--- src/rtl/seq_adder_pkg.sv ---
// Shared definitions for the sequential nibble-serial prefix adder.
package seq_adder_pkg;

  localparam int unsigned NIBBLE_W = 4;

  typedef enum logic [1:0] {
    StIdle,
    StRun,
    StDone
  } state_e;

  // Number of nibble steps needed to cover a given operand width.
  function automatic int unsigned nibble_count(input int unsigned width);
    return width / NIBBLE_W;
  endfunction

endpackage

--- src/rtl/nibble_prefix_slice.sv ---
// Combinational 4-bit adder slice with a two-level parallel-prefix carry tree.
// c3 exposes the carry into bit 3 so the top can derive signed overflow.
module nibble_prefix_slice (
  input  logic [3:0] x,
  input  logic [3:0] y,
  input  logic       cin,
  output logic [3:0] s,
  output logic       cout,
  output logic       c3
);

  logic [3:0] g;
  logic [3:0] p;
  logic       g10, p10, g32, p32;
  logic       g20, p20, g30, p30;
  logic [3:0] c;

  // Bit generate/propagate, prefix combine, then carries and sum.
  always_comb begin
    g = x & y;
    p = x ^ y;

    // Level 1: pairwise groups.
    g10 = g[1] | (p[1] & g[0]);
    p10 = p[1] & p[0];
    g32 = g[3] | (p[3] & g[2]);
    p32 = p[3] & p[2];

    // Level 2: extend groups down to bit 0.
    g20 = g[2] | (p[2] & g10);
    p20 = p[2] & p10;
    g30 = g32 | (p32 & g10);
    p30 = p32 & p10;

    c[0] = cin;
    c[1] = g[0] | (p[0] & cin);
    c[2] = g10 | (p10 & cin);
    c[3] = g20 | (p20 & cin);

    s    = p ^ c;
    cout = g30 | (p30 & cin);
    c3   = c[3];
  end

endmodule

--- src/rtl/seq_prefix_adder32.sv ---
// Multi-cycle adder: accepts an operand pair, adds one nibble per cycle LSB first
// through a registered carry, then presents sum/cout on a valid/ready handshake.
// Optional signed-overflow output enabled by defining SEQ_ADDER_OVERFLOW_EN.
module seq_prefix_adder32
  import seq_adder_pkg::*;
#(
  parameter int unsigned WIDTH = 32
) (
  input  logic             clk,
  input  logic             rst_n,
  input  logic             in_valid,
  output logic             in_ready,
  input  logic [WIDTH-1:0] a,
  input  logic [WIDTH-1:0] b,
  input  logic             cin,
  output logic             out_valid,
  input  logic             out_ready,
  output logic [WIDTH-1:0] sum,
  output logic             cout,
  output logic             busy
`ifdef SEQ_ADDER_OVERFLOW_EN
  ,
  output logic             ovf
`endif
);

  localparam int unsigned Nibbles = nibble_count(WIDTH);
  localparam int unsigned CntW    = (Nibbles > 1) ? $clog2(Nibbles) : 1;
  localparam logic [CntW-1:0] LastIdx = CntW'(Nibbles - 1);

  if (((WIDTH % NIBBLE_W) != 0) || (WIDTH < NIBBLE_W)) begin : g_width_check
    $error("seq_prefix_adder32: WIDTH must be a multiple of 4 and at least 4");
  end

  state_e           state_q, state_d;
  logic [CntW-1:0]  cnt_q, cnt_d;
  logic [WIDTH-1:0] a_q, a_d;
  logic [WIDTH-1:0] b_q, b_d;
  logic [WIDTH-1:0] sum_q, sum_d;
  logic             carry_q, carry_d;
  logic             cout_q, cout_d;

  logic [3:0]       slice_s;
  logic             slice_cout;
  logic             slice_c3;

`ifdef SEQ_ADDER_OVERFLOW_EN
  logic             ovf_q, ovf_d;
`else
  logic             unused_c3;
  assign unused_c3 = slice_c3;
`endif

  nibble_prefix_slice u_slice (
    .x    (a_q[cnt_q * NIBBLE_W +: NIBBLE_W]),
    .y    (b_q[cnt_q * NIBBLE_W +: NIBBLE_W]),
    .cin  (carry_q),
    .s    (slice_s),
    .cout (slice_cout),
    .c3   (slice_c3)
  );

  // Next-state: accept in idle, one nibble per cycle in run, hold until drained in done.
  always_comb begin
    state_d = state_q;
    cnt_d   = cnt_q;
    a_d     = a_q;
    b_d     = b_q;
    sum_d   = sum_q;
    carry_d = carry_q;
    cout_d  = cout_q;
`ifdef SEQ_ADDER_OVERFLOW_EN
    ovf_d   = ovf_q;
`endif
    unique case (state_q)
      StIdle: begin
        if (in_valid) begin
          a_d     = a;
          b_d     = b;
          carry_d = cin;
          cnt_d   = '0;
          state_d = StRun;
        end
      end
      StRun: begin
        sum_d[cnt_q * NIBBLE_W +: NIBBLE_W] = slice_s;
        carry_d = slice_cout;
        cnt_d   = cnt_q + 1'b1;
        if (cnt_q == LastIdx) begin
          cout_d  = slice_cout;
`ifdef SEQ_ADDER_OVERFLOW_EN
          // Carry into the MSB differs from carry out of it.
          ovf_d   = slice_c3 ^ slice_cout;
`endif
          cnt_d   = '0;
          state_d = StDone;
        end
      end
      StDone: begin
        if (out_ready) begin
          state_d = StIdle;
        end
      end
      default: state_d = StIdle;
    endcase
  end

  // State registers with synchronous active-low reset.
  always_ff @(posedge clk) begin
    if (!rst_n) begin
      state_q <= StIdle;
      cnt_q   <= '0;
      a_q     <= '0;
      b_q     <= '0;
      sum_q   <= '0;
      carry_q <= 1'b0;
      cout_q  <= 1'b0;
`ifdef SEQ_ADDER_OVERFLOW_EN
      ovf_q   <= 1'b0;
`endif
    end else begin
      state_q <= state_d;
      cnt_q   <= cnt_d;
      a_q     <= a_d;
      b_q     <= b_d;
      sum_q   <= sum_d;
      carry_q <= carry_d;
      cout_q  <= cout_d;
`ifdef SEQ_ADDER_OVERFLOW_EN
      ovf_q   <= ovf_d;
`endif
    end
  end

  // Handshake and status outputs decode directly from the registered state.
  always_comb begin
    in_ready  = (state_q == StIdle);
    out_valid = (state_q == StDone);
    busy      = (state_q != StIdle);
  end

  assign sum  = sum_q;
  assign cout = cout_q;
`ifdef SEQ_ADDER_OVERFLOW_EN
  assign ovf  = ovf_q;
`endif

endmodule

--- config.mk ---
export PLATFORM = sky130hd
export DESIGN_NAME = seq_prefix_adder32
export DESIGN_NICKNAME = d
export VERILOG_FILES = /design/src/rtl/seq_adder_pkg.sv /design/src/rtl/nibble_prefix_slice.sv /design/src/rtl/seq_prefix_adder32.sv
export SDC_FILE = /design/constraint.sdc
export NUM_CORES = 1
export LEC_CHECK = 0
export CAP_MARGIN = 10
export CORE_MARGIN = 2
export CORE_UTILIZATION = 51
export CTS_CLUSTER_SIZE = 30
export DETAILED_ROUTE_END_ITERATION = 10
export MAX_ROUTING_LAYER = met4
export PLACE_DENSITY = 0.8
export SLEW_MARGIN = 20
export SYNTH_ARGS = -nofsm -noshare
export SYNTH_HDL_FRONTEND = slang
export SYNTH_HIERARCHICAL = 1
export SYNTH_SLANG_ARGS = --single-unit
--- constraint.sdc ---
create_clock -name clk -period 3.4 [get_ports clk]
set_clock_uncertainty 0.2 [all_clocks]
set_input_delay 0.51 -clock clk [delete_from_list [all_inputs] [get_ports clk]]
set_output_delay 0.51 -clock clk [all_outputs]
set_load 0.1 [all_outputs]
==> metrics.cfg, run 1 <==
[outcome]
status=complete, no violations

[floorplan]
coreArea_um2=9200
die_w_um=101
start_util=0.525
fp-row-count=35
ioPinCount=105
die-area_um2=10300
die_h_um=101

[clocking]
cts_root_buf=clkbuf_8
cts_tree=done
htreeDepth=3
clk_latency_ns=0.37
cts_buffer_depth=2
cts_sinks=103
cts_buffers=9
cts_setup_buffers=0
cts.clk_slew.worst_paths_ns=0.09

[worst_setup_path]
startpoint=cnt_q[0]
critPathCapture=sum[7]
ff2ff_path_depth=10
required_ns=3.50
start_kind=flip-flop
endpoint_kind=flip-flop
path_max_fanout=17
r2r-start=cnt_q[0]
path_class=flip-flop to flip-flop
r2r_slack_ns=0.40
rr_endpoint=sum[7]
arrival_ns=3.09

[drt]
drt_iter0_drc=142
vias=3918
viasPerCell=5.30
drt.antenna.violating_nets=0
drt_first_pass_iters=4
drt_wl_total_um=10500
post_drt_wl_per_cell_um=14.2
drc=0

[timing]
fmax_ghz=0.334
finalWorstSetupSlack_ns=0.403
hold_ws_ns=0.258
fin_crit_sh=0.881
tightest_slew_ns=0.541
slew_violations=0
period_minus_slack_ns=3.00
rsz0062_at_grt=false
slew_headroom=0.639
hold_viol_final=0
finalSetupViolCount=0
finalSetupTns_ns=0

[power_and_ir_drop]
power_density_nw_per_um2=404
p_leak_uw=0.00239
ir_drop_mv=0.165

[cells_and_area]
final_util=0.650
layout_common_cells=nand2_1 (196), dfxtp_1 (102), clkdlybuf4s50_1 (67), a21boi_0 (56), buf_4 (50)
regArea_um2=2070
nFillCells=791
diodes=0
final_common_cell=nand2_1
syn_to_final_growth_pct=23.7
fin_cells=739
drive_above_1_share=0.142
final_nets=705
multi_input_area_um2=2500

[global_routing]
grt_max_degree=58
grt_usage=0.221
grt_overflow=0
antenna_found_initial=0
grt_pass1_vias=3848
grt_pass1_wl_um=17600

[synth]
synth_warnings=6
syn_inst=538
synth.net_count=619
avgSynthCellArea_um2=8.97
netlist_area_um2=4830

[placement]
post-place-ws_ns=0.263
io_buffers=104
gp_congestion=0.784
placed_cells=724
dp.final_hpwl_um=7760

[flow_run]
maxCapViolCount=0

[min_path]
hp-class=flip-flop to flip-flop

[worst max-delay path, stage by stage, from the launching register on]
cell	delay, ns
dfxtp_4	0.51
buf_4	0.30
mux4_2	0.53
nand2_1	0.08
nand2_1	0.07
ha_1	0.32
a21o_1	0.19
nand2_1	0.08
o311a_1	0.31
nand4_1	0.17
mux2i_1	0.16
[stage by stage]
stage / total power (µW) / instance area (µm²)
6_report: 2410 / 5970
5_1_grt: 2510 / 5970
4_1_cts: 2420 / 5970
3_5_place_dp: 1720 / 5790
3_3_place_gp: 1710 / 5790
2_1_floorplan: 1580 / 4830
[how the worst min path moves through the flow]
stage	from	to	slack, ns	cells after the start
global route	b_q[3]	b_q[3]	0.27	2
detailed placement	b_q[15]	b_q[15]	0.25	2
floorplan	a_q[30]	a_q[30]	0.23	2
CTS	b_q[15]	b_q[15]	0.26	2
global placement	b_q[15]	b_q[15]	0.24	2
finish	b_q[3]	b_q[3]	0.26	2
[state kept, by name, indices dropped and copies added, names as in the netlist]
name,flops
a_q,32
b_q,32
carry_q,1
cnt_q,3
cout,1
state_q,2
sum,32
[power breakdown]
| part | switching [µW] | internal, µW | total (µW) |
|---|---|---|---|
| clock network | 399 | 323 | 722 |
| registers | 35.1 | 1260 | 1290 |
| logic | 210 | 187 | 396 |
[per-layer routing]
layer  global-route usage  routed length [µm]  up-vias
li1                     -                   -     1965
met1                0.281                4870     1851
met2                0.361                4980       87
met3               0.0331                 447       15
met4               0.0738                 165        0
met5                    -                   0        -
[what timing repair did]
| action | in CTS | in global routing |
|---|---|---|
| hold buffers | 0 | 0 |
| endpoints found under the setup margin | 0 | 2 |
| gates resized for setup | 0 | 1 |
[cell type report]
type,instances,share of cell area
Timing Repair Buffer,118,0.176
Inverter,9,0.00566
Clock inverter,2,0.00251
Multi-Input combinational cell,383,0.419
Tap cell,111,0.0233
Clock buffer,13,0.0283
Sequential cell,103,0.346
Note: power is estimated with default switching activity, not from simulation.
==> inputs of run 2 (changes only) <==
--- a/config.mk
+++ b/config.mk
@@ -15,5 +15,4 @@
 export SLEW_MARGIN = 20
 export SYNTH_ARGS = -nofsm -noshare
 export SYNTH_HDL_FRONTEND = slang
-export SYNTH_HIERARCHICAL = 1
 export SYNTH_SLANG_ARGS = --single-unit
==> run 2 against run 1 <==
Compared with the run above: clock power is 13% higher; sequential share of layout area down 0.15 points; register-to-register slack barely moved; design area increased by 0.25%; setup slack improved by 0.0033 ns; via count shrank 0.23%.
==> metrics.cfg, run 2 <==
[global_routing]
grt_use_met1=0.306  ; +0.0246
grt_overflow=0  ; unchanged
grt_pass1_wl_um=18200  ; +3.3%
grt_use_met3=0.0311  ; -0.00207
grt_usage=0.230  ; +0.00934
antenna_found_initial=0  ; unchanged
grt_pass1_vias=3827  ; -0.55%
grt_max_degree=49  ; -16%
grt_most_used_layer=met2
met2_usage=0.368  ; +0.00764

[synth]
synthDistinctLibCells=49
netlist.area_leader.share=0.428
synth_edf_count=0
synthTopCellsByCount=nand2_1 (169), dfxtp_1 (103), a21boi_0 (69)
synth_warnings=0  ; -6
synthSimpleGateAreaFrac=0.225
synthMuxAreaShare=0.104
avgSynthCellArea_um2=9.01  ; +0.43%
synthAdderAreaFrac=0.0327
yosysTopAreaCell=dfxtp_1
ys.flop_type=dfxtp_1
async_flop_share=0
synth.net_count=616  ; -0.48%
seq_area_frac_synth=0.428
synth_xor_area_frac=0.00363
yosysMostFrequentCell=nand2_1
syn_inst=535  ; -0.56%
netlist_area_um2=4820  ; -0.13%
synth-seq-cells=103
yosys-top-cells-area=dfxtp_1 (43%), nand2_1 (13%), a21boi_0 (11%)
synth_compound_area_frac=0.159
synth_top_family_by_area=simple AND/OR/NAND/NOR gates

[worst_setup_path]
crit_cells=9  ; -1
cp_cell_sequence=buf_4, mux4_2, nand2_1, nand2_1, ha_1, o21ai_0, o21ai_0, nand4_1, o31ai_1
path_max_fanout=16  ; -1
crit_family=compound AO/OA/AOI/OAI gates
rr_endpoint=sum[7]
cp_slowest_cell=dfxtp_1
cpPeakStageDelay_ns=0.52  ; about the same
endpoint_kind=flip-flop
start_kind=flip-flop
arrival_ns=3.07  ; -0.02 ns
r2r_slack_ns=0.41  ; about the same
r2r-start=cnt_q[1]
ff2ff_path_depth=9  ; -1
cp.buffers_inverters=1  ; unchanged
path_class=flip-flop to flip-flop
required_ns=3.48  ; -0.02 ns

[outcome]
status=complete, no violations

[timing]
rsz0062_at_grt=false
slew_headroom=0.512  ; -0.128
finalWorstSetupSlack_ns=0.406  ; +0.00333 ns
finalSetupTns_ns=0  ; unchanged
slew_violations=0  ; unchanged
tightest_slew_ns=0.731  ; +0.190 ns
fmax_ghz=0.334  ; +0.11%
finalSetupViolCount=0  ; unchanged
period_minus_slack_ns=2.99  ; -0.00333 ns
hold_viol_final=0  ; unchanged
fin_crit_sh=0.880  ; -0.000979

[clocking]
cts_tree=done
cts-hold-fix-buffers=0  ; unchanged
htreeDepth=3  ; unchanged
cts_buffers=9  ; unchanged
cts_sinks=103  ; unchanged
cts_buffer_depth=2  ; unchanged
clk_latency_ns=0.36  ; about the same
cts_root_buf=clkbuf_8
cts_setup_buffers=0  ; unchanged
cts.clk_slew.worst_paths_ns=0.10  ; about the same
post_cts_resized=0  ; unchanged

[floorplan]
fp-row-count=35  ; unchanged
die_h_um=101  ; about the same
start_util=0.524  ; -0.000680
coreArea_um2=9200  ; unchanged
die_w_um=101  ; about the same
die-area_um2=10200  ; -0.13%
ioPinCount=105  ; unchanged

[drt]
drt.antenna.violating_nets=0  ; unchanged
post_drt_wl_per_cell_um=14.9  ; +5.2%
drc=0  ; unchanged
drt_iter0_drc=144  ; +1.4%
drt_wl_total_um=10900  ; +4.6%
viasPerCell=5.32  ; +0.31%
drt_first_pass_iters=4  ; unchanged
vias=3909  ; -0.23%

[cells_and_area]
syn_to_final_growth_pct=24.2
final_util=0.651  ; +0.00163
layout_common_cells=nand2_1 (168), dfxtp_1 (103), a21boi_0 (69), clkdlybuf4s50_1 (67), buf_4 (44)
stdcell_area_um2=5990  ; +0.25%
drive_above_1_share=0.141  ; -0.000694
nFillCells=776  ; -1.9%
regArea_um2=2060  ; -0.18%
final_common_cell=nand2_1
multi_input_area_um2=2530  ; +1.2%
diodes=0  ; unchanged
final_nets=700  ; -0.71%

[power_and_ir_drop]
finalPower_uw=2510  ; +4.2%
p_leak_uw=0.00243  ; +1.9%
power_density_nw_per_um2=420  ; +4.0%
ir_drop_mv=0.227  ; +38%

[min_path]
min_from=a_q[14]
hold_end=a_q[14]
hold_depth=2  ; unchanged
hp-class=flip-flop to flip-flop

[placement]
io_buffers=104  ; unchanged
gp_congestion=0.854  ; +8.8%
dp.final_hpwl_um=8270  ; +6.6%
post-place-ws_ns=0.419  ; +0.156 ns
detailed_place.area_um2=5780  ; -0.19%

[flow_run]
maxCapViolCount=0  ; unchanged

run 2: changes by cell type in the layout (fill, tap and decap cells not counted), moves of 8 or more:
cell,previous run,this run
a21boi_0,56,69
a21boi_1,11,0
mux2i_1,33,14
nand2_1,196,168
nor2_1,5,13
nor2b_1,6,15
run 2: worst max path at each step:
stage | from | endpoint | slack (ns)
final | cnt_q[1] | sum[7] | 0.41
after global routing | cnt_q[2] | sum[15] | 0.08
after CTS | cnt_q[0] | sum[7] | 0.40
after detailed placement | cnt_q[0] | sum[7] | 0.42
after global placement | cnt_q[0] | sum[22] | 0.58
after floorplan | state_q[1] | busy | 0.07
run 2: kinds of logic after synthesis:
kind of cell | Yosys count
XOR/XNOR | 2
adder cells (fa/ha/maj) | 12
AND/OR/NAND/NOR | 240
flip-flops | 103
multiplexers | 30
buffers and inverters | 45
AO/OA/AOI/OAI | 103
run 2: layout make-up:
cell class	instances	area share
Clock inverter	5	0.0102
Tap cell	111	0.0232
Timing Repair Buffer	113	0.171
Clock buffer	11	0.0253
Inverter	5	0.00313
Sequential cell	103	0.344
Multi-Input combinational cell	387	0.422
run 2: power breakdown:
group	total, µW	internal (µW)	switching [µW]	leakage (µW)
clock network	819	388	431	0.000111
logic	405	186	219	0.00148
registers	1290	1260	30.9	0.000841
run 2: metrics by stage:
| step | hold slack (ns) | instances |
|---|---|---|
| 6_report | 0.264 | 735 |
| 5_1_grt | 0.292 | 735 |
| 4_1_cts | 0.268 | 735 |
| 3_5_place_dp | 0.254 | 719 |
| 3_3_place_gp | 0.251 | 719 |
| 2_1_floorplan | 0.240 | 535 |
run 2: layer usage:
layer,part of all wire,vias to the layer above
met2,0.48,92
met5,0,-
met1,0.47,1822
li1,-,1983
met4,0.012,0
met3,0.036,12
run 2: worst min-delay path, delay by kind of cell (launching register included):
family | cells | cell delay [ns]
flops | 1 | 0.32
simple gates | 1 | 0.04
compound gates | 1 | 0.06
